[config.mk]
export PLATFORM = sky130hd
export DESIGN_NAME = seq_detect_param
export DESIGN_NICKNAME = d
export VERILOG_FILES = /design/src/rtl/seq_det_pkg.sv /design/src/rtl/sat_counter.sv /design/src/rtl/seq_detect_param.sv
export SDC_FILE = /design/constraint.sdc
export NUM_CORES = 1
export LEC_CHECK = 0
export ABC_AREA = 1
export BUFFER_PORTS_ARGS = -buffer_cell sky130_fd_sc_hd__clkbuf_2
export CORE_UTILIZATION = 48
export DETAILED_ROUTE_END_ITERATION = 6
export MAX_ROUTING_LAYER = met4
export PLACE_DENSITY = 0.74
export SYNTH_ARGS = -nofsm -noshare
export SYNTH_HDL_FRONTEND = slang
export SYNTH_SLANG_ARGS = --single-unit
export TNS_END_PERCENT = 20
[constraint.sdc]
create_clock -name clk -period 1.68 [get_ports clk]
set_input_delay 0.336 -clock clk [delete_from_list [all_inputs] [get_ports clk]]
set_output_delay 0.336 -clock clk [all_outputs]
set_load 0.005 [all_outputs]
[src/rtl/seq_det_pkg.sv]
// ============================================================================
// seq_det_pkg : shared mode constants and pattern-width limits
// Revision    : 1.0
// ============================================================================
`default_nettype none

package seq_det_pkg;
    localparam logic MODE_NONOVL = 1'b0;
    localparam logic MODE_OVL    = 1'b1;

    localparam int PAT_W_MIN = 2;
    localparam int PAT_W_MAX = 16;

    function automatic bit pat_w_legal(input int w);
        return (w >= PAT_W_MIN) && (w <= PAT_W_MAX);
    endfunction
endpackage

`default_nettype wire

[src/rtl/sat_counter.sv]
// ============================================================================
// sat_counter : saturating up-counter with synchronous clear
// Revision    : 1.0
// ============================================================================
`default_nettype none

module sat_counter #(
    parameter int CNT_W = 8
) (
    input  logic             clk,
    input  logic             reset,
    input  logic             clear,
    input  logic             inc,
    output logic [CNT_W-1:0] count
);
    localparam logic [CNT_W-1:0] CNT_MAX = '1;

    // Clear and increment on the same edge land on 1, not 0.
    always_ff @(posedge clk) begin
        if (!reset) begin
            count <= '0;
        end else if (clear) begin
            count <= inc ? CNT_W'(1) : '0;
        end else if (inc && (count != CNT_MAX)) begin
            count <= count + CNT_W'(1);
        end
    end
endmodule

`default_nettype wire

[src/rtl/seq_detect_param.sv]
// ============================================================================
// seq_detect_param : configurable serial pattern detector with match counter
// Revision         : 1.0
// ============================================================================
`default_nettype none

module seq_detect_param
    import seq_det_pkg::*;
#(
    parameter int             PAT_W       = 4,
    parameter int             CNT_W       = 8,
    parameter bit             OVERLAP_DEF = 1'b1,
    parameter logic [PAT_W-1:0] PAT_DEF   = 4'b1010
) (
    input  logic             clk,
    input  logic             reset,
    input  logic             in,
    input  logic             in_valid,
    input  logic             cfg_load,
    input  logic [PAT_W-1:0] cfg_pattern,
    input  logic             cfg_overlap,
    input  logic             cnt_clear,
    output logic             out,
    output logic [CNT_W-1:0] match_cnt,
    output logic             busy
);
    generate
        if (!pat_w_legal(PAT_W)) begin : g_bad_pat_w
            $error("seq_detect_param: PAT_W=%0d outside %0d..%0d", PAT_W, PAT_W_MIN, PAT_W_MAX);
        end
    endgenerate

    localparam int FILL_W = $clog2(PAT_W + 1);
    localparam logic [FILL_W-1:0] FILL_FULL = FILL_W'(PAT_W);

    logic [PAT_W-1:0]  pattern;
    logic              overlap;
    logic [PAT_W-1:0]  hist;
    logic [FILL_W-1:0] fill;

    logic [PAT_W-1:0]  hist_shift;
    logic [FILL_W-1:0] fill_inc;
    logic [FILL_W-1:0] fill_next;
    logic [PAT_W-1:0]  hist_next;
    logic              match;

    always_comb begin
        hist_shift = {hist[PAT_W-2:0], in};
        fill_inc   = (fill == FILL_FULL) ? FILL_FULL : fill + FILL_W'(1);
        match      = 1'b0;
        hist_next  = hist;
        fill_next  = fill;
        if (cfg_load) begin
            hist_next = '0;
            fill_next = '0;
        end else if (in_valid) begin
            match     = (hist_shift == pattern) && (fill_inc == FILL_FULL);
            hist_next = hist_shift;
            // Non-overlap restarts the window so no matched bit is reused.
            fill_next = (match && (overlap == MODE_NONOVL)) ? '0 : fill_inc;
        end
    end

    always_ff @(posedge clk) begin
        if (!reset) begin
            pattern <= PAT_DEF;
            overlap <= OVERLAP_DEF;
            hist    <= '0;
            fill    <= '0;
            out     <= 1'b0;
            busy    <= 1'b0;
        end else begin
            if (cfg_load) begin
                pattern <= cfg_pattern;
                overlap <= cfg_overlap;
            end
            hist <= hist_next;
            fill <= fill_next;
            out  <= match;
            busy <= (fill_next != '0);
        end
    end

    sat_counter #(
        .CNT_W (CNT_W)
    ) u_cnt (
        .clk   (clk),
        .reset (reset),
        .clear (cnt_clear),
        .inc   (match),
        .count (match_cnt)
    );
endmodule

`default_nettype wire

==> results by group, run 1 <==
Floorplan
  • Chip Height: 49.3 um
  • Area of the core: 0.00202 mm^2
  • Die Area: 0.00243 mm^2
  • Die W: 49.3 um
  • Row cnt: 16
  • Top-Level Pins: 21
  • Initial Utilization: 53.1%

Route
  • Final wirelength: 2.10 mm
  • DRC Markers: 0
  • Routed vias/inst: 4.86
  • Drt wl/cell: 9.99 um
  • DRT iter0 DRCs: 15
  • Via count: 1,021
  • Routed Antenna Nets: 0
  • First drt pass iteration count: 4

Setup path
  • Critical setup path kind: reg2reg
  • Element type at the critical path start: flop
  • Worst EP required: 1910 ps
  • Arr. time, crit path: 1790 ps
  • Worst Path Max Fanout: 7
  • Crit. End Element: flop

Power and ir drop
  • Power Total: 0.837 mW
  • Leak Pwr: 0.618 nW
  • Worst IR Drop VDD: 0.446 mV
  • Cell Pwr Density: 650 mW/mm^2

Synth
  • Net Count, Synth: 171
  • Syn avg cell area: 6.84 um^2
  • Post-synthesis sequential area ratio: 39.2%
  • Synthesis warning total: 0
  • Most area-consuming cells after synthesis: dfxtp_1 39%, nand2_1 11%, inv_1 9.8%, a21oi_1 6.1%, nor2_1 5.9%
  • Dominant cell type by area after synthesis: dfxtp_1
  • Synth top area share: 39.2%
  • Cell Area, Synth: 0.00107 mm^2
  • Unique cell type count in the Yosys netlist: 24
  • Yosys reg bits: 21
  • Synth Instances: 157

Final layout
  • Finished Core Util: 63.7%
  • Final nets: 198
  • Most common cell after layout, fill and taps aside: nand2_1
  • Area delta synth->final: 19.9%
  • Most frequent cells in the layout: 31 x nand2_1, 27 x inv_1, 20 x clkbuf_2
  • Layout cells sized above 1: 24.6%
  • Ant diodes: 0

STA
  • Max frequency: 0.640 GHz
  • Setup violators final: 0
  • WHS: 249 ps
  • Unrepaired setup endpoints after global routing: yes
  • Minimum clock period: 1560 ps
  • Skew final: 1.78 ps
  • Worst Tran Pin Value: 298 ps
  • Slew HR: 80.0%
  • Final slew viol count: 0
  • Fin. Hold Viols: 0
  • Final Cycle Share: 93.1%

Global routing
  • Initial antenna violation count: 0
  • First-pass GRT wire length: 3.53 mm
  • Tot GR Track Use: 19.3%
  • GRT overflow: 0
  • Largest net degree at the start of global routing: 12
  • Vias in the first global route: 930

Clock tree
  • TritonCTS clock tree: done
  • Clock latency on the worst-skew pair: 290 ps
  • Reg clk slew, reported paths: 110 ps
  • # clock sinks: 21
  • Hold-fix buffers, CTS: 0
  • Setup bufs post-CTS: 0
  • Inserted Clock Buffers: 3
  • CTS root buffer: clkbuf_4
  • Htree depth: 1
  • Longest Clk Path Bufs: 2

Job
  • Number of max-cap violations: 0

Status
  • Outcome: completed

Place
  • Detailed Place HPWL: 1.69 mm
  • IO buf count: 20
  • GP Congestion: 0.842

Hold path
  • Hold Crit Class: in2reg
## path summary, 6_finish.rpt
path | slack [ps] | start | cells after the start | end
worst min-delay path | 250 | cfg_pattern[3] | 3 | pattern[3]
worst max-delay path | 120 | u_cnt.count[1] | 10 | u_cnt.count[2]
worst min register to register | 470 | pattern[0] | 2 | pattern[0]
worst max register to register | 120 | u_cnt.count[1] | 10 | u_cnt.count[2]
## where the power goes
group          total [mW]  internal, mW  switching [mW]
clock               0.234        0.0924           0.142
combinational      0.0845        0.0324          0.0522
sequential          0.518         0.512         0.00683
## layout make-up
class,count,area [um^2]
Sequential cell,21,423
Multi-Input combinational cell,103,551
Inverter,30,113
Timing Repair Buffer,25,141
Clock buffer,4,26.3
Tap cell,27,33.8
Fill cell,190,734
## cell usage after synthesis
| cell type | instances |
|---|---|
| nand2_1 | 32 |
| a31oi_1 | 1 |
| inv_1 | 28 |
| ha_1 | 3 |
| inv_2 | 1 |
| nor2_1 | 17 |
| nand3_2 | 1 |
| nand4_1 | 2 |
| buf_2 | 1 |
| clkbuf_1 | 1 |
| xnor2_1 | 1 |
| nor3_1 | 3 |
| o21ai_0 | 11 |
| clkinv_1 | 1 |
| nor2_4 | 2 |
| o21ai_2 | 2 |
| buf_6 | 1 |
| xor2_1 | 1 |
| dfxtp_1 | 21 |
| a21oi_1 | 13 |
| o21ai_1 | 1 |
| nand2_2 | 2 |
| nand3_1 | 10 |
| o211a_1 | 1 |
## registers in the layout (all words and copies together) (netlist names)
name and count:
overlap 1, busy 1, u_cnt.count 8, pattern 4, hist 3, fill 3
out 1
## per-stage QoR
stage          setup WS [ps]  setup TNS, ps  instances  area [um^2]
3_3_place_gp            65.4              0        206         1220
5_1_grt                -50.3           -108        210         1290
6_report                 116              0        210         1290
4_1_cts                 55.3              0        210         1270
2_1_floorplan            114              0        157         1070
3_5_place_dp           -8.77          -9.90        206         1220
## logic make-up (layout without fill, tap and decap cells)
group / count (synthesis) / in the layout / share of synthesized area (%)
adder cells (fa/ha/maj): 3 / 3 / 3.50
AO/OA/AOI/OAI: 29 / 29 / 14.8
XOR/XNOR: 2 / 2 / 1.63
buffers and inverters: 33 / 59 / 12.4
flip-flops: 21 / 21 / 39.2
AND/OR/NAND/NOR: 69 / 69 / 28.6
## what timing repair did
action / in CTS / in global routing
gates resized for setup: 2 / 8
endpoints found under the setup margin: 2 / 7
cloned: 0 / 0
pin swaps: 1 / 1
## routing by layer
metal / track usage (%) / share of wire (%)
met5: - / 0
met4: 10.8 / 2.3
met3: 3.74 / 2.1
met2: 34.0 / 49
met1: 19.8 / 46
## critical path, cell delays in order, from the launching register on
cell	delay (ps)
dfxtp_1	350
ha_1	160
nand2_1	80
inv_1	90
nand3_1	110
nor2_2	140
nand2_1	80
nand3_2	130
buf_6	140
nand3_1	70
a21oi_1	160
Power figures use the tool's default switching activity.
==> inputs of run 2 (changes only) <==
Settings changed: MAX_ROUTING_LAYER met4 to unset.
Clock period 1.68 ns to 1.4 ns, I/O delays scaled along.
==> results by group, run 2 (synthesis gave the netlist of run 1 again) <==
Status
  • Outcome: finished, violations left
  • Failing checks: negative setup slack

Clock tree
  • Hold-fix buffers, CTS: 0 (unchanged)
  • Inserted Clock Buffers: 3 (unchanged)
  • Htree depth: 1 (unchanged)
  • CTS root buffer: clkbuf_4
  • # clock sinks: 21 (unchanged)
  • Longest Clk Path Bufs: 2 (unchanged)
  • Reg clk slew, reported paths: 120 ps (about the same)
  • TritonCTS clock tree: done
  • Clock latency on the worst-skew pair: 310 ps (+20 ps)

Route
  • Final wirelength: 2.52 mm (+20%)
  • Drt wl/cell: 11.0 um (+11%)
  • First drt pass iteration count: 4 (unchanged)
  • Routed vias/inst: 4.89 (+0.59%)
  • DRC Markers: 0 (unchanged)
  • Via count: 1,115 (+9.2%)
  • Routed Antenna Nets: 0 (unchanged)
  • DRT iter0 DRCs: 26 (+11)

Place
  • Area post-placement: 0.00137 mm^2 (+12%)
  • Detailed Place HPWL: 1.85 mm (+9.5%)
  • IO buf count: 20 (unchanged)
  • GP Congestion: 0.814 (-3.3%)

Final layout
  • Final nets: 216 (+9.1%)
  • Layout cells sized above 1: 36.8% (+12 points)
  • Ant diodes: 0 (unchanged)
  • Most flop-heavy register: u_cnt.count
  • Max reg flops: 8 (unchanged)
  • Most frequent cells in the layout: 30 x nand2_1, 25 x inv_1, 21 x buf_4
  • Area delta synth->final: 38.0%
  • Fillers: 171 (-10%)
  • Most common cell after layout, fill and taps aside: nand2_1
  • Fin area: 0.00148 mm^2 (+15%)
  • Top flop regs: u_cnt.count: 8 flops, pattern: 4 flops

Global routing
  • First-pass GRT wire length: 4.65 mm (+32%)
  • Initial antenna violation count: 0 (unchanged)
  • Largest net degree at the start of global routing: 13 (+1)
  • GRT overflow: 0 (unchanged)
  • Tot GR Track Use: 24.6% (+5.3 points)
  • Vias in the first global route: 1,181 (+27%)

Setup path
  • Arr. time, crit path: 1760 ps (-30 ps)
  • Crit. End Element: flop
  • Most used cell, CP: o21ai_2
  • Reg2Reg Setup Slack: -120 ps (-240 ps)
  • Worst Path Max Fanout: 4 (-3)
  • Reg-to-reg endpoint: u_cnt.count[5]
  • Largest stage delay, worst path: 350 ps (about the same)
  • Element type at the critical path start: flop
  • Critical setup path kind: reg2reg
  • Worst EP required: 1640 ps (-270 ps)
  • R2R depth: 10 (unchanged)
  • Reg-to-reg startpoint: fill[1]
  • Slowest CP cell: dfxtp_2
  • Crit-path cells: inv_2, ha_4, o21ai_2, nand2_2, nor2_4, nand3_4, buf_6, o21ai_2, nand2_1, nor2_1

STA
  • Worst Tran Pin Value: 304 ps (+5.53 ps)
  • Skew final: 9.66 ps (+7.88 ps)
  • WHS: 177 ps (-71.9 ps)
  • Final WS setup: -120 ps (-236 ps)
  • Setup violators final: 10 (+10)
  • Fin. Hold Viols: 0 (unchanged)
  • Final slew viol count: 0 (unchanged)
  • Max frequency: 0.658 GHz (+2.9%)
  • Sum Neg Setup Slack: -760 ps (-760 ps)
  • Unrepaired setup endpoints after global routing: yes
  • Slew HR: 79.7% (-0.37 points)
  • Minimum clock period: 1520 ps (-44.2 ps)
  • Final Cycle Share: 109% (+15 points)

Floorplan
  • Initial Utilization: 53.1% (unchanged)
  • Die W: 49.3 um (unchanged)
  • Chip Height: 49.3 um (unchanged)
  • Area of the core: 0.00202 mm^2 (unchanged)
  • Row cnt: 16 (unchanged)
  • Die Area: 0.00243 mm^2 (unchanged)
  • Top-Level Pins: 21 (unchanged)

Hold path
  • Worst hold endpoint: pattern[3]
  • Hold Startpoint: cfg_pattern[3]
  • Worst hold path stage count: 3 (unchanged)
  • Hold Crit Class: in2reg

Power and ir drop
  • Leak Pwr: 0.711 nW (+15%)
  • Cell Pwr Density: 698 mW/mm^2 (+7.3%)
  • Worst IR Drop VDD: 0.510 mV (+14%)
  • Power Total: 1.03 mW (+23%)

Job
  • Number of max-cap violations: 0 (unchanged)
[run 2: metrics by stage]
step / util (%) / std cells / setup WS, ps
floorplan: - / 157 / -5.43
global placement: 67.8 / 223 / -30.3
detailed placement: 67.8 / 223 / -100
CTS: 72.0 / 227 / -90.8
global route: 73.3 / 228 / -277
finish: 73.3 / 228 / -120
[run 2: worst max-delay path: cells and delay by family, from the launching register on]
| kind | cells | cell delay [ps] |
|---|---|---|
| buf+inv | 2 | 190 |
| simple gates | 5 | 460 |
| compound gates | 2 | 240 |
| flops | 1 | 350 |
| fa+ha+maj | 1 | 230 |
[run 2: worst max-delay path by stage]
stage	startpoint	end	slack (ps)	depth (start not counted)
5_1_grt	fill[1]	u_cnt.count[5]	-280	10
4_1_cts	fill[1]	u_cnt.count[5]	-90	10
6_report	fill[1]	u_cnt.count[5]	-120	10
3_3_place_gp	fill[1]	u_cnt.count[1]	-30	8
3_5_place_dp	u_cnt.count[0]	u_cnt.count[3]	-100	10
2_1_floorplan	fill[0]	u_cnt.count[1]	-5	8
[run 2: final cells by class]
cell class	count	area (um^2)	share of cell area [%]
clock buffers	3	22.5	1.52
clock inverters	1	5.00	0.338
repair buffers	43	280	18.9
well taps	27	33.8	2.28
flip-flops and latches	21	428	28.9
multi-input cells	103	599	40.5
inverters	30	113	7.60
[run 2: metal layers]
metal  share of wire (%)  vias to the layer above  GRT usage, %
li1                    -                      583             -
met1                  43                      504          27.2
met2                  53                       24          45.2
met3                 2.9                        4          3.12
met4                 1.5                        0          12.3
met5                   0                        -             0
[run 2: timing repair]
action | in CTS | in global routing
buffers inserted | 0 | 1
setup endpoints to repair | 9 | 10
hold endpoints to repair | 0 | 0
resized for setup | 15 | 4
pin swaps | 4 | 0
[run 2: power by group]
| part | internal, mW | switching, mW | leakage [nW] |
|---|---|---|---|
| combinational | 0.0523 | 0.0696 | 0.520 |
| clock | 0.107 | 0.184 | 0.0177 |
| sequential | 0.612 | 0.00826 | 0.173 |
==> inputs of run 3 (changes only) <==
Settings changed: RECOVER_POWER set to 50, SETUP_SLACK_MARGIN set to 0.3.
==> results by group, run 3 (synthesis gave the netlist of run 1 again) <==
STA
  • Sum Neg Setup Slack: -867 ps (-107 ps)
  • Setup violators final: 10 (unchanged)
  • Fin. Hold Viols: 0 (unchanged)
  • WHS: 174 ps (-3.08 ps)
  • Worst Tran Pin Value: 307 ps (+3.37 ps)
  • Slew HR: 79.4% (-0.23 points)
  • Unrepaired setup endpoints after global routing: yes
  • Final WS setup: -141 ps (-21.1 ps)
  • Final Cycle Share: 110% (+1.5 points)
  • Final slew viol count: 0 (unchanged)
  • Skew final: 13.8 ps (+4.14 ps)
  • Max frequency: 0.649 GHz (-1.4%)
  • Minimum clock period: 1540 ps (+21.1 ps)

Global routing
  • Vias in the first global route: 1,114 (-5.7%)
  • Initial antenna violation count: 0 (unchanged)
  • GRT overflow: 0 (unchanged)
  • GR Util met3: 4.05% (+0.93 points)
  • GR peak layer: met2
  • M2 GR Usage: 45.2% (unchanged)
  • First-pass GRT wire length: 4.48 mm (-3.7%)
  • Met1 usage: 25.0% (-2.3 points)
  • Largest net degree at the start of global routing: 13 (unchanged)
  • Tot GR Track Use: 23.9% (-0.70 points)

Power and ir drop
  • Worst IR Drop VDD: 0.705 mV (+38%)
  • Leak Pwr: 0.725 nW (+2.0%)
  • Cell Pwr Density: 694 mW/mm^2 (-0.57%)

Route
  • Drt wl/cell: 10.9 um (-1.3%)
  • Via count: 1,103 (-1.1%)
  • Routed Antenna Nets: 0 (unchanged)
  • First drt pass iteration count: 4 (unchanged)
  • DRT iter0 DRCs: 15 (-42%)
  • DRC Markers: 0 (unchanged)
  • Routed vias/inst: 4.77 (-2.4%)
  • Final wirelength: 2.52 mm (unchanged)

Clock tree
  • CTS root buffer: clkbuf_4
  • # clock sinks: 21 (unchanged)
  • TritonCTS clock tree: done
  • Htree depth: 1 (unchanged)
  • Inserted Clock Buffers: 3 (unchanged)
  • Longest Clk Path Bufs: 2 (unchanged)
  • Reg clk slew, reported paths: 130 ps (about the same)
  • Clock latency on the worst-skew pair: 320 ps (about the same)

Setup path
  • Slowest CP cell: dfxtp_2
  • Arr. time, crit path: 1770 ps (about the same)
  • Worst Path Max Fanout: 4 (unchanged)
  • Largest stage delay, worst path: 360 ps (about the same)
  • Crit. End Element: flop
  • Crit-path cells: inv_2, ha_4, nand2_2, nand3_2, nand2_2, nor2_4, buf_4, buf_4, nand2_1, nand3_2, a31oi_1
  • Critical setup path kind: reg2reg
  • Family with the most delay on the worst path: simple AND/OR/NAND/NOR gates
  • Worst Path Buf+Inv: 3 (+1)
  • Element type at the critical path start: flop
  • Worst EP required: 1620 ps (-20 ps)

Place
  • IO buf count: 20 (unchanged)
  • Placed Instances: 224 (+0.45%)
  • GP Congestion: 0.825 (+1.3%)
  • DP Worst Slack: -126 ps (-26.3 ps)
  • Area post-placement: 0.00138 mm^2 (+0.55%)
  • Detailed Place HPWL: 1.91 mm (+3.0%)

Floorplan
  • Chip Height: 49.3 um (unchanged)
  • Top-Level Pins: 21 (unchanged)
  • Die W: 49.3 um (unchanged)
  • Area of the core: 0.00202 mm^2 (unchanged)
  • Initial Utilization: 53.1% (unchanged)
  • Row cnt: 16 (unchanged)
  • Die Area: 0.00243 mm^2 (unchanged)

Final layout
  • Fin area: 0.00151 mm^2 (+1.6%)
  • Ant diodes: 0 (unchanged)
  • Top flop regs: u_cnt.count: 8 flops, pattern: 4 flops
  • Final nets: 219 (+1.4%)
  • Most common cell after layout, fill and taps aside: nand2_1
  • Most frequent cells in the layout: 29 x nand2_1, 25 x inv_1, 22 x buf_4
  • Layout cells sized above 1: 37.7% (+0.93 points)
  • Most flop-heavy register: u_cnt.count
  • Fillers: 164 (-4.1%)
  • Max reg flops: 8 (unchanged)
  • Area delta synth->final: 40.2%
  • Post-Layout Cell Count: 231 (+1.3%)

Hold path
  • Hold Crit Class: in2reg

Job
  • Number of max-cap violations: 0 (unchanged)

Status
  • Outcome: finished, violations left
  • Failing checks: negative setup slack
-- run 3: where the power goes --
part | leakage [nW] | switching [mW] | internal (mW)
sequential | 0.174 | 0.00818 | 0.614
clock | 0.0177 | 0.197 | 0.107
combinational | 0.533 | 0.0671 | 0.0511
total | 0.725 | 0.272 | 0.772
-- run 3: worst register-to-register path, cell delays in order (launching register included) --
cell     delay (ps)
dfxtp_2         360
inv_2            50
ha_4            150
nand2_2          90
nand3_2         100
nand2_2          80
nor2_4           50
buf_4           130
buf_4           130
nand2_1          70
nand3_2          80
a31oi_1         190
-- run 3: metrics by stage --
stage | power (mW) | utilization (%)
after detailed placement | 0.753 | 68.2
after global placement | 0.748 | 68.2
after CTS | 1.05 | 73.2
after floorplan | 0.702 | -
after global routing | 1.09 | 74.4
final | 1.04 | 74.4
-- run 3: cell type report --
| type | instances | area [um^2] | share of cell area (%) |
|---|---|---|---|
| Multi-Input combinational cell | 103 | 587 | 39.0 |
| Sequential cell | 21 | 427 | 28.3 |
| Timing Repair Buffer | 46 | 318 | 21.1 |
| Inverter | 30 | 113 | 7.48 |
| Tap cell | 27 | 33.8 | 2.24 |
| Clock buffer | 3 | 22.5 | 1.50 |
| Clock inverter | 1 | 5.00 | 0.333 |
-- run 3: final timing paths --
kind / startpoint / end / slack, ps / cells after the start
worst max-delay path: fill[0] / busy / -140 / 11
worst min-delay path: cfg_pattern[3] / pattern[3] / 170 / 3
worst max register to register: fill[0] / busy / -140 / 11
worst min register to register: overlap / overlap / 480 / 2
-- run 3: per-layer routing --
| metal | wire length [um] | part of all wire [%] |
|---|---|---|
| met4 | 43 | 1.7 |
| met1 | 1090 | 43 |
| met5 | 0 | 0 |
| met2 | 1310 | 52 |
| met3 | 76 | 3.0 |
-- run 3: what timing repair did --
action / in CTS / in global routing
gates resized for setup: 17 / 4
hold buffers: 0 / 0
pin swaps: 6 / 3
setup endpoints to repair: 18 / 20
buffers inserted: 2 / 1
